### src/rtl/learn_pkg.sv
// Shared definitions for the neighbour-table learner: state encoding,
// default memory map and the row-index helper used by the address generator.
package learn_pkg;

    typedef enum logic [4:0] {
        S_IDLE,
        S_RD_NCNT,
        S_RD_KSCNT,
        S_SCAN_ADDR,
        S_SCAN_CMP,
        S_COPY_RD,
        S_COPY_WR,
        S_WR_SCNT,
        S_WR_BATT,
        S_RD_Q,
        S_WR_Q,
        S_NEW_CHK,
        S_WR_CLID,
        S_WR_NBATT,
        S_WR_NQ,
        S_WR_NCNT,
        S_DONE
    } state_t;

    localparam int unsigned DEF_KSINK_BASE  = 'h008;
    localparam int unsigned DEF_NID_BASE    = 'h048;
    localparam int unsigned DEF_CLID_BASE   = 'h0C8;
    localparam int unsigned DEF_BATT_BASE   = 'h148;
    localparam int unsigned DEF_QVAL_BASE   = 'h1C8;
    localparam int unsigned DEF_SINKID_BASE = 'h248;
    localparam int unsigned DEF_KSCNT_ADDR  = 'h688;
    localparam int unsigned DEF_NCNT_ADDR   = 'h68A;
    localparam int unsigned DEF_NSCNT_BASE  = 'h68E;

    // Element index of sinkIDs[row][col] in a table with 'stride' columns.
    function automatic int unsigned row_index(input int unsigned row,
                                              input int unsigned col,
                                              input int unsigned stride);
        return row * stride + col;
    endfunction

endpackage

### src/rtl/tbl_addr_gen.sv
// Combinational table address generator: BASE + 2*row, or
// BASE + 2*(row*MAX_SINKS + col) for the two-dimensional sinkID table.
module tbl_addr_gen
    import learn_pkg::*;
#(
    parameter int unsigned WORD_WIDTH = 16,
    parameter int unsigned MAX_SINKS  = 4
) (
    input  logic [WORD_WIDTH-1:0] base,
    input  logic [WORD_WIDTH-1:0] row,
    input  logic [WORD_WIDTH-1:0] col,
    input  logic                  use_row,
    output logic [WORD_WIDTH-1:0] addr
);

    logic [WORD_WIDTH-1:0] index;

    // Arithmetic wraps at WORD_WIDTH bits, matching the byte address bus.
    always_comb begin
        index = use_row ? WORD_WIDTH'(row_index(32'(row), 32'(col), MAX_SINKS)) : row;
        addr  = base + (index << 1);
    end

endmodule

### src/rtl/learn_costs_param.sv
// Neighbour-table learner: looks up a feedback sender in the shared memory,
// refreshes a known entry or appends a new one, with start/done handshake.
module learn_costs_param
    import learn_pkg::*;
#(
    parameter int unsigned WORD_WIDTH    = 16,
    parameter int unsigned MAX_NEIGHBORS = 8,
    parameter int unsigned MAX_SINKS     = 4,
    parameter int unsigned KSINK_BASE    = DEF_KSINK_BASE,
    parameter int unsigned NID_BASE      = DEF_NID_BASE,
    parameter int unsigned CLID_BASE     = DEF_CLID_BASE,
    parameter int unsigned BATT_BASE     = DEF_BATT_BASE,
    parameter int unsigned QVAL_BASE     = DEF_QVAL_BASE,
    parameter int unsigned SINKID_BASE   = DEF_SINKID_BASE,
    parameter int unsigned KSCNT_ADDR    = DEF_KSCNT_ADDR,
    parameter int unsigned NCNT_ADDR     = DEF_NCNT_ADDR,
    parameter int unsigned NSCNT_BASE    = DEF_NSCNT_BASE
) (
    input  logic                  clock,
    input  logic                  nreset,
    input  logic                  start,
    input  logic [WORD_WIDTH-1:0] fsourceID,
    input  logic [WORD_WIDTH-1:0] fbatteryStat,
    input  logic [WORD_WIDTH-1:0] fValue,
    input  logic [WORD_WIDTH-1:0] fclusterID,
    input  logic [WORD_WIDTH-1:0] data_in,
    output logic [WORD_WIDTH-1:0] address,
    output logic                  wr_en,
    output logic [WORD_WIDTH-1:0] data_out,
    output logic                  done,
    output logic                  reinit,
    output logic                  full
);

    localparam logic [WORD_WIDTH-1:0] MAX_N = WORD_WIDTH'(MAX_NEIGHBORS);
    localparam logic [WORD_WIDTH-1:0] MAX_K = WORD_WIDTH'(MAX_SINKS);
    localparam logic [WORD_WIDTH-1:0] ONE   = WORD_WIDTH'(1);
    localparam logic [WORD_WIDTH-1:0] NCNT_A  = WORD_WIDTH'(NCNT_ADDR);
    localparam logic [WORD_WIDTH-1:0] KSCNT_A = WORD_WIDTH'(KSCNT_ADDR);

    state_t                state, state_d;
    logic [WORD_WIDTH-1:0] n, n_d, k, k_d, ncnt, ncnt_d, kcnt, kcnt_d;
    logic [WORD_WIDTH-1:0] address_d, data_out_d;
    logic                  wr_en_d, done_d, reinit_d, full_d, found, found_d;
    logic [WORD_WIDTH-1:0] src_q, batt_q, val_q, clid_q;
    logic [WORD_WIDTH-1:0] ag_base, ag_row, ag_addr;
    logic                  ag_use_row;

    // Table and index selection for the shared address generator.
    always_comb begin
        ag_base    = '0;
        ag_row     = n;
        ag_use_row = 1'b0;
        unique case (state)
            S_SCAN_ADDR, S_NEW_CHK:     ag_base = WORD_WIDTH'(NID_BASE);
            S_WR_CLID:                  ag_base = WORD_WIDTH'(CLID_BASE);
            S_WR_BATT, S_WR_NBATT:      ag_base = WORD_WIDTH'(BATT_BASE);
            S_RD_Q, S_WR_Q, S_WR_NQ:    ag_base = WORD_WIDTH'(QVAL_BASE);
            S_WR_SCNT:                  ag_base = WORD_WIDTH'(NSCNT_BASE);
            S_COPY_RD: begin
                ag_base = WORD_WIDTH'(KSINK_BASE);
                ag_row  = k;
            end
            S_COPY_WR: begin
                ag_base    = WORD_WIDTH'(SINKID_BASE);
                ag_use_row = 1'b1;
            end
            default: ;
        endcase
    end

    tbl_addr_gen #(
        .WORD_WIDTH(WORD_WIDTH),
        .MAX_SINKS (MAX_SINKS)
    ) u_addr (
        .base   (ag_base),
        .row    (ag_row),
        .col    (k),
        .use_row(ag_use_row),
        .addr   (ag_addr)
    );

    // NOTE: every signal gets a default before the case so no latch is inferred.
    always_comb begin
        state_d    = state;
        address_d  = address;
        data_out_d = data_out;
        wr_en_d    = 1'b0;
        done_d     = done;
        reinit_d   = reinit;
        full_d     = full;
        found_d    = found;
        n_d        = n;
        k_d        = k;
        ncnt_d     = ncnt;
        kcnt_d     = kcnt;
        case (state)
            S_IDLE: begin
                address_d = NCNT_A;
                if (start) begin
                    state_d  = S_RD_NCNT;
                    reinit_d = 1'b0;
                    full_d   = 1'b0;
                    found_d  = 1'b0;
                    n_d      = '0;
                    k_d      = '0;
                end
            end
            S_RD_NCNT: begin
                ncnt_d    = data_in;
                address_d = KSCNT_A;
                state_d   = S_RD_KSCNT;
            end
            S_RD_KSCNT: begin
                kcnt_d  = (data_in > MAX_K) ? MAX_K : data_in;
                state_d = S_SCAN_ADDR;
            end
            S_SCAN_ADDR: begin
                if (n == ncnt) begin
                    state_d = S_NEW_CHK;
                end else begin
                    address_d = ag_addr;
                    state_d   = S_SCAN_CMP;
                end
            end
            S_SCAN_CMP: begin
                if (data_in == src_q) begin
                    found_d = 1'b1;
                    state_d = S_COPY_RD;
                end else begin
                    n_d     = n + ONE;
                    state_d = S_SCAN_ADDR;
                end
            end
            S_COPY_RD: begin
                if (k == kcnt) begin
                    state_d = S_WR_SCNT;
                end else begin
                    address_d = ag_addr;
                    state_d   = S_COPY_WR;
                end
            end
            S_COPY_WR: begin
                {address_d, data_out_d, wr_en_d} = {ag_addr, data_in, 1'b1};
                k_d     = k + ONE;
                state_d = S_COPY_RD;
            end
            S_WR_SCNT: begin
                {address_d, data_out_d, wr_en_d} = {ag_addr, kcnt, 1'b1};
                state_d = found ? S_WR_BATT : S_WR_NCNT;
            end
            S_WR_BATT: begin
                {address_d, data_out_d, wr_en_d} = {ag_addr, batt_q, 1'b1};
                state_d = S_RD_Q;
            end
            S_RD_Q: begin
                address_d = ag_addr;
                state_d   = S_WR_Q;
            end
            S_WR_Q: begin
                {address_d, data_out_d, wr_en_d} = {ag_addr, val_q, 1'b1};
                reinit_d = (data_in < val_q);
                done_d   = 1'b1;
                state_d  = S_DONE;
            end
            // A full table is reported from DONE, one cycle after entering it.
            S_NEW_CHK: begin
                if (ncnt >= MAX_N) begin
                    full_d  = 1'b1;
                    state_d = S_DONE;
                end else begin
                    {address_d, data_out_d, wr_en_d} = {ag_addr, src_q, 1'b1};
                    state_d = S_WR_CLID;
                end
            end
            S_WR_CLID: begin
                {address_d, data_out_d, wr_en_d} = {ag_addr, clid_q, 1'b1};
                state_d = S_WR_NBATT;
            end
            S_WR_NBATT: begin
                {address_d, data_out_d, wr_en_d} = {ag_addr, batt_q, 1'b1};
                state_d = S_WR_NQ;
            end
            S_WR_NQ: begin
                {address_d, data_out_d, wr_en_d} = {ag_addr, val_q, 1'b1};
                state_d = S_COPY_RD;
            end
            S_WR_NCNT: begin
                {address_d, data_out_d, wr_en_d} = {NCNT_A, n + ONE, 1'b1};
                done_d  = 1'b1;
                state_d = S_DONE;
            end
            S_DONE: begin
                if (start) begin
                    done_d = 1'b1;
                end else begin
                    done_d  = 1'b0;
                    n_d     = '0;
                    k_d     = '0;
                    state_d = S_IDLE;
                end
            end
            default: state_d = S_IDLE;
        endcase
    end

    // NOTE: sequential state uses non-blocking assignments only.
    always_ff @(posedge clock) begin
        if (!nreset) begin
            state    <= S_IDLE;
            address  <= NCNT_A;
            data_out <= '0;
            wr_en    <= 1'b0;
            done     <= 1'b0;
            reinit   <= 1'b0;
            full     <= 1'b0;
            found    <= 1'b0;
            n        <= '0;
            k        <= '0;
            ncnt     <= '0;
            kcnt     <= '0;
        end else begin
            state    <= state_d;
            address  <= address_d;
            data_out <= data_out_d;
            wr_en    <= wr_en_d;
            done     <= done_d;
            reinit   <= reinit_d;
            full     <= full_d;
            found    <= found_d;
            n        <= n_d;
            k        <= k_d;
            ncnt     <= ncnt_d;
            kcnt     <= kcnt_d;
        end
    end

    // NOTE: packet latches carry no reset; they are always loaded before use.
    always_ff @(posedge clock) begin
        if (state == S_IDLE && start) begin
            src_q  <= fsourceID;
            batt_q <= fbatteryStat;
            val_q  <= fValue;
            clid_q <= fclusterID;
        end
    end

endmodule

### config.mk
export PLATFORM = sky130hd
export DESIGN_NAME = learn_costs_param
export DESIGN_NICKNAME = d
export VERILOG_FILES = /design/src/rtl/learn_pkg.sv /design/src/rtl/tbl_addr_gen.sv /design/src/rtl/learn_costs_param.sv
export SDC_FILE = /design/constraint.sdc
export NUM_CORES = 1
export LEC_CHECK = 0
export CORE_MARGIN = 4
export CORE_UTILIZATION = 40
export CTS_BUF_LIST = sky130_fd_sc_hd__clkbuf_16
export DETAILED_ROUTE_END_ITERATION = 12
export GPL_TIMING_DRIVEN = 0
export PLACE_DENSITY = 0.69
export SKIP_CTS_REPAIR_TIMING = 1
export SLEW_MARGIN = 25
export SYNTH_ARGS = -nofsm -noshare
export SYNTH_HDL_FRONTEND = slang
export SYNTH_SLANG_ARGS = --single-unit
### constraint.sdc
create_clock -name clock -period 5.3 [get_ports clock]
set_input_delay 1.06 -clock clock [delete_from_list [all_inputs] [get_ports clock]]
set_output_delay 1.06 -clock clock [all_outputs]
set_load 0.01 [all_outputs]
=== Yosys cells after proc, flatten, opt, wreduce, memory -nomap -nowiden ===
Index checks and enable logic that the tools add are counted.

* Add/subtract/negate cells: 4
* $lt $le $gt $ge: 3
* Eq/ne operators: 27
* Multiplexer cells: 34
* Reduce and logical (&&, ||, !) cells: 27

{| class="wikitable"
|+ Operators with widths
! kind !! number
|-
| $mux W16 || 8
|-
| $pmux W16 S7 || 1
|-
| $pmux W16 S3 || 2
|-
| $pmux W16 S6 || 1
|-
| $pmux W11 S7 || 1
|-
| $pmux W5 S15 || 1
|-
| $eq A16 B16 Y1 || 3
|-
| $eq A5 B4 Y1 const B || 8
|-
| $add A16 B1 Y16 const B || 2
|-
| $mux W15 || 2
|-
| $eq A5 B3 Y1 const B || 4
|-
| $add A11 B16 Y16 || 1
|-
| $ge A16 B4 Y1 const B || 1
|-
| $gt A16 B3 Y1 const B || 1
|-
| $lt A16 B16 Y1 || 1
|-
| $ne A2 B2 Y1 const B || 8
|-
| $reduce_or A8 Y1 || 2
|-
| $add A15 B15 Y15 || 1
|-
| $mux W5 || 3
|-
| $reduce_or A2 Y1 || 6
|-
| $eq A5 B2 Y1 const B || 2
|-
| $pmux W1 S2 || 5
|-
| $reduce_and A3 Y1 || 3
|-
| $reduce_and A4 Y1 || 2
|-
| other kinds (13) || 26
|}

* Bits in registers: 170
* Input bits: 83
* Output and inout port bits: 36
* Logic and storage cells: 111

=== Logic depth before layout (Yosys ltp) ===
* Depth in word-level cells: 7
* Gate-level depth with buffers: 21
* Depth with buffers taken out: 19

=== Cells and area by module ===
From an unflattened synthesis, not the netlist that was laid out.

* Cell total of the unflattened synthesis: 1063
* Area, all modules: 9879.5 µm²

{| class="wikitable"
|+ Modules (own cells, without submodules)
! module !! times used !! cells each !! area an instance (µm²) !! sequential area each (µm²)
|-
| learn_costs_param || 1 || 879 || 8471.9 || 4043.9
|-
| tbl_addr_gen || 1 || 184 || 1407.6 || 0.0
|}

=== Least setup slack after synthesis ===
No wires, ideal clock.

* Kind: reg-to-reg
* Start point: register state[4]
* End point: register address[14]
* Setup time: 117 ps
* Arrival: 4322 ps
* Data required time: 5183 ps
* Slack: 861 ps
* Stages on the path, launching flop included: 22
* Buffers on the path: 2
* Clock period less this slack: 4439 ps
* Path through: dfxtp_1 buf_2 nor3b_2 nand2_1 buf_1 mux2_2 ha_1 inv_1 fa_1 nand2b_1 a21oi_1 o31ai_1 nor2b_1 xnor2_1 mux2_2 ha_1 nor3_1 nor2_1 o41ai_4 nor4b_2 xor2_1 a22o_1

* Longest elaborated chain between the ends: 7
* Elaborated cells between the ends (all ways): 34
* Those cells by class: 2 x add/sub; 16 x eq/ne; 8 x mux; 8 x reduce/logical

{| class="wikitable"
|+ Ends and longest elaborated chain
! what !! RTL line !! text
|-
| start, declared || learn_costs_param.sv:41 || <nowiki>state_t state, state_d;</nowiki>
|-
| start signal, assigned || learn_costs_param.sv:223 || <nowiki>state <= state_d;</nowiki>
|-
| $eq A5 B3 Y1 || learn_costs_param.sv:54, learn_costs_param.sv:97 ||
|-
| $mux W15 || learn_costs_param.sv:54 || <nowiki>unique case (state)</nowiki>
|-
| $add A15 B15 Y15 || learn_pkg.sv:39 || <nowiki>return row * stride + col;</nowiki>
|-
| $mux W15 || tbl_addr_gen.sv:20 || <nowiki>index = use_row ? WORD_WIDTH'(row_index(32'(row), 32'(col), MAX_SINKS)) : row;</nowiki>
|-
| $add A11 B16 Y16 || tbl_addr_gen.sv:21 || <nowiki>addr = base + (index << 1);</nowiki>
|-
| $mux W16 (on tied branches) || learn_costs_param.sv:168, learn_costs_param.sv:119, learn_costs_param.sv:136 ||
|-
| $pmux W16 S6 || learn_costs_param.sv:97 || <nowiki>case (state)</nowiki>
|-
| end signal, assigned || learn_costs_param.sv:224 || <nowiki>address <= address_d;</nowiki>
|-
| end, declared || learn_costs_param.sv:27 || <nowiki>output logic [WORD_WIDTH-1:0] address,</nowiki>
|}

Parallel ways exist; a longest one is shown, timed or not. The select of a mux whose other input is x is not followed.
A chain may end at the register's enable or synchronous reset.

=== Worst setup path after layout ===
Same ends and word-level chain as after synthesis.

==> impl_metrics.ini <==
[setup_path]
crit_type = reg -> reg
endpoint_kind = flop
cp_slowest_cell = o31ai_1
crit_end = address[14]
reg2reg_slack_ps = 370
r2r_end = address[14]
cp.arrival_ps = 5270
crit_chain = buf_2 -> nor3b_4 -> nand2_2 -> clkbuf_2 -> mux2_2 -> ha_1 -> inv_1 -> fa_1 -> nand2b_1 -> a21oi_2 -> o31ai_1 -> nor2b_1 -> xnor2_1 -> mux2_2 -> ha_1 -> nor3_1 -> nor2_1 -> o41ai_4 -> nor4b_2 -> xor2_1 -> a22o_1
worst_setup_path_start_kind = flop
cp.required_ps = 5640
reg2regPathDepth = 21
worst_path_largest_cell_delay_ps = 430
startpoint = state[4]
path_max_fanout = 10
r2r_start = state[4]

[detailed_routing]
wire_per_inst_um = 20.10
first_pass_iters = 6
vias_per_cell = 5.651
route.vias.total = 8425
postRouteAntennaNets = 0
route.detailed.drc = 0
wl_um = 29970
drtIter0Drc = 934

[clocking]
clkTransAtPathRegs_ps = 70
cts_buffers = 17
htree_levels = 4
clock_latency_ps = 450
cts_tree = done
clock_sinks = 169
clockBufferDepth = 2
cts_root_buf = clkbuf_16

[synth]
synth_nets = 1146
avgSynthCellArea_um2 = 9.427
syn_inst = 1022
ys_warn_count = 0
synth_seq_area_share = 0.4177
ys_async_sr_fraction = 0
ys_seq_elements = 169
ys.flop_type = dfxtp_1
syn_area_um2 = 9634
synth-edff-count = 64
synth_cell_types = 69

[finish]
antenna_cells = 0
layout_commonest_cell = clkdlybuf4s50_1
final_cell_mix = clkdlybuf4s50_1, dfxtp_1, nand2_1
drive_gt1_frac = 0.07253
area_growth_pct = 23.17
fin_cells = 1491
fin_nets = 1283

[grt]
grt_busiest_layer = met2
globalRouteMet1Util = 0.2922
grt_start_max_net_pins = 36
grt_usage = 0.2237
antenna_found_initial = 0
use_met2 = 0.3579
grt_use_met3 = 0.05425
grt_pass1_vias = 8059
grt_first_pass_wirelength_um = 45970
overflow = 0

[sta]
rsz0062_at_grt = false
setup_viol_count_final = 0
max_freq_mhz = 202.7
min_period_over_period = 0.9308
final.setup.tns_ps = 0
worst_pin_slew_ps = 1047
period_minus_slack_ps = 4933
maxSlewViolCount = 0
hold_viol_final = 0
clock_skew_ps = 22.92
max_slew_margin = 0.2952

[power_and_ir_drop]
clock_power_share = 0.379
leakagePower_nw = 4.853
p_sw_frac = 0.3053
power_density_nw_per_um2 = 281.5
vdd_ir_drop_max_mv = 0.1816
comb_power_share = 0.164
p_total_mw = 3.340
p_seq_frac = 0.457
power.switching_mw = 1.020
p_int_mw = 2.320

[die]
start_util = 0.4080
fp.dieH_um = 163.2
fp.coreArea_um2 = 23610
die_w_um = 163.2
rows = 56
io_pins = 119
design.die.area_um2 = 26630

[place]
portBuffers = 117
gp_congestion = 0.9274
numPlacedInstances = 1459
dp.final_hpwl_um = 23200

[job]
cap_violations = 0

[hold_path]
hold_path.class = reg -> reg
whs_path_depth = 2

[status]
status = finished clean
cell type report:
| type | count | area (um^2) |
|---|---|---|
| flip-flops and latches | 169 | 4024 |
| multi-input cells | 757 | 5249 |
| clock buffers | 17 | 425.4 |
| well taps | 319 | 399.1 |
| repair buffers | 118 | 1191 |
| fillers | 2205 | 11750 |
| clock inverters | 15 | 182.7 |
| inverters | 32 | 122.6 |
| plain buffers | 64 | 272.8 |
layer usage:
| metal | vias up | part of all wire | routed length [um] |
|---|---|---|---|
| li1 | 4003 | - | - |
| met1 | 3951 | 0.42 | 12690 |
| met2 | 401 | 0.45 | 13520 |
| met3 | 70 | 0.086 | 2589 |
| met4 | 0 | 0.039 | 1172 |
| met5 | - | 0 | 0 |
synth_stat cells (all sizes together) (6+ instances only):
cell    count  area [um^2]
dfxtp     105         2102
nand2     100        375.4
edfxtp     64         1922
nor2       58        234.0
clkbuf     55        206.5
xor2       53        464.2
o21ai      50        250.2
a21oi      43        215.2
xnor2      41        359.1
ha         39        488.0
nand3      33        165.2
inv        32        120.1
a21boi     31        232.7
and3       30        187.7
nor3       25        125.1
nand4      23        143.9
a22oi      21        157.7
nor2b      19        118.9
mux2       18        202.7
o211a      18        180.2
nor4       16        100.1
and2       15        93.84
a222oi     13        130.1
a21o       11        82.58
or3        11        68.82
buf         9        63.81
a22o        8        70.07
o211ai      8        65.06
a211oi      7        52.55
nand2b      7        43.79
a221oi      6        52.55
or3b        6        52.55
logic make-up after synthesis:
logic type	share of synthesized area
xor+xnor	0.08545
other cells	0.0003892
buf+inv	0.04052
mux	0.02623
compound gates	0.1808
simple gates	0.1931
flops	0.4177
fa+ha+maj	0.05584
flip-flops by register name (all words and copies together), names as in the netlist, 5 cells and up:
| name | flops |
|---|---|
| address | 15 |
| batt_q | 16 |
| clid_q | 16 |
| data_out | 16 |
| k | 16 |
| kcnt | 16 |
| n | 16 |
| ncnt | 16 |
| src_q | 16 |
| state | 5 |
| val_q | 16 |
power by group through the flow:
stage | clock (mW) | combinational (mW) | sequential [mW]
global route | 1.33 | 0.597 | 1.53
detailed placement | 0 | 0.539 | 1.55
finish | 1.27 | 0.549 | 1.53
CTS | 1.28 | 0.540 | 1.52
global placement | 0 | 0.527 | 1.56
floorplan | 0 | 0.306 | 1.54
critical path: cells and delay by family (launching register included):
family                     cells  cell delay, ps
AOI/OAI and AO/OA              4             890
buffers and inverters          3             550
and+or+nand+nor                7            1520
xor gates and xnor gates       2             180
muxes                          2             620
DFF                            1             310
adders and majority gates      3             740
per-stage QoR:
stage | cell area (um^2) | setup WS [ps] | util | hold WS (ps)
2_1_floorplan | 9634 | 861.1 | - | 456.8
3_3_place_gp | 11200 | 136.9 | 0.4745 | 454.1
3_5_place_dp | 11240 | 59.69 | 0.4759 | 459.3
4_1_cts | 11850 | 33.86 | 0.5016 | 469.7
5_1_grt | 11870 | 9.264 | 0.5025 | 498.5
6_report | 11870 | 366.5 | 0.5025 | 464.9
worst min path at each step:
stage          slack [ps]         from          end
2_1_floorplan         460      ncnt[0]      ncnt[0]
3_3_place_gp          450         full         full
3_5_place_dp          460         full         full
4_1_cts               470         full         full
5_1_grt               500  address[11]  address[11]
6_report              460         full         full
(Power assumes the default switching activity.)
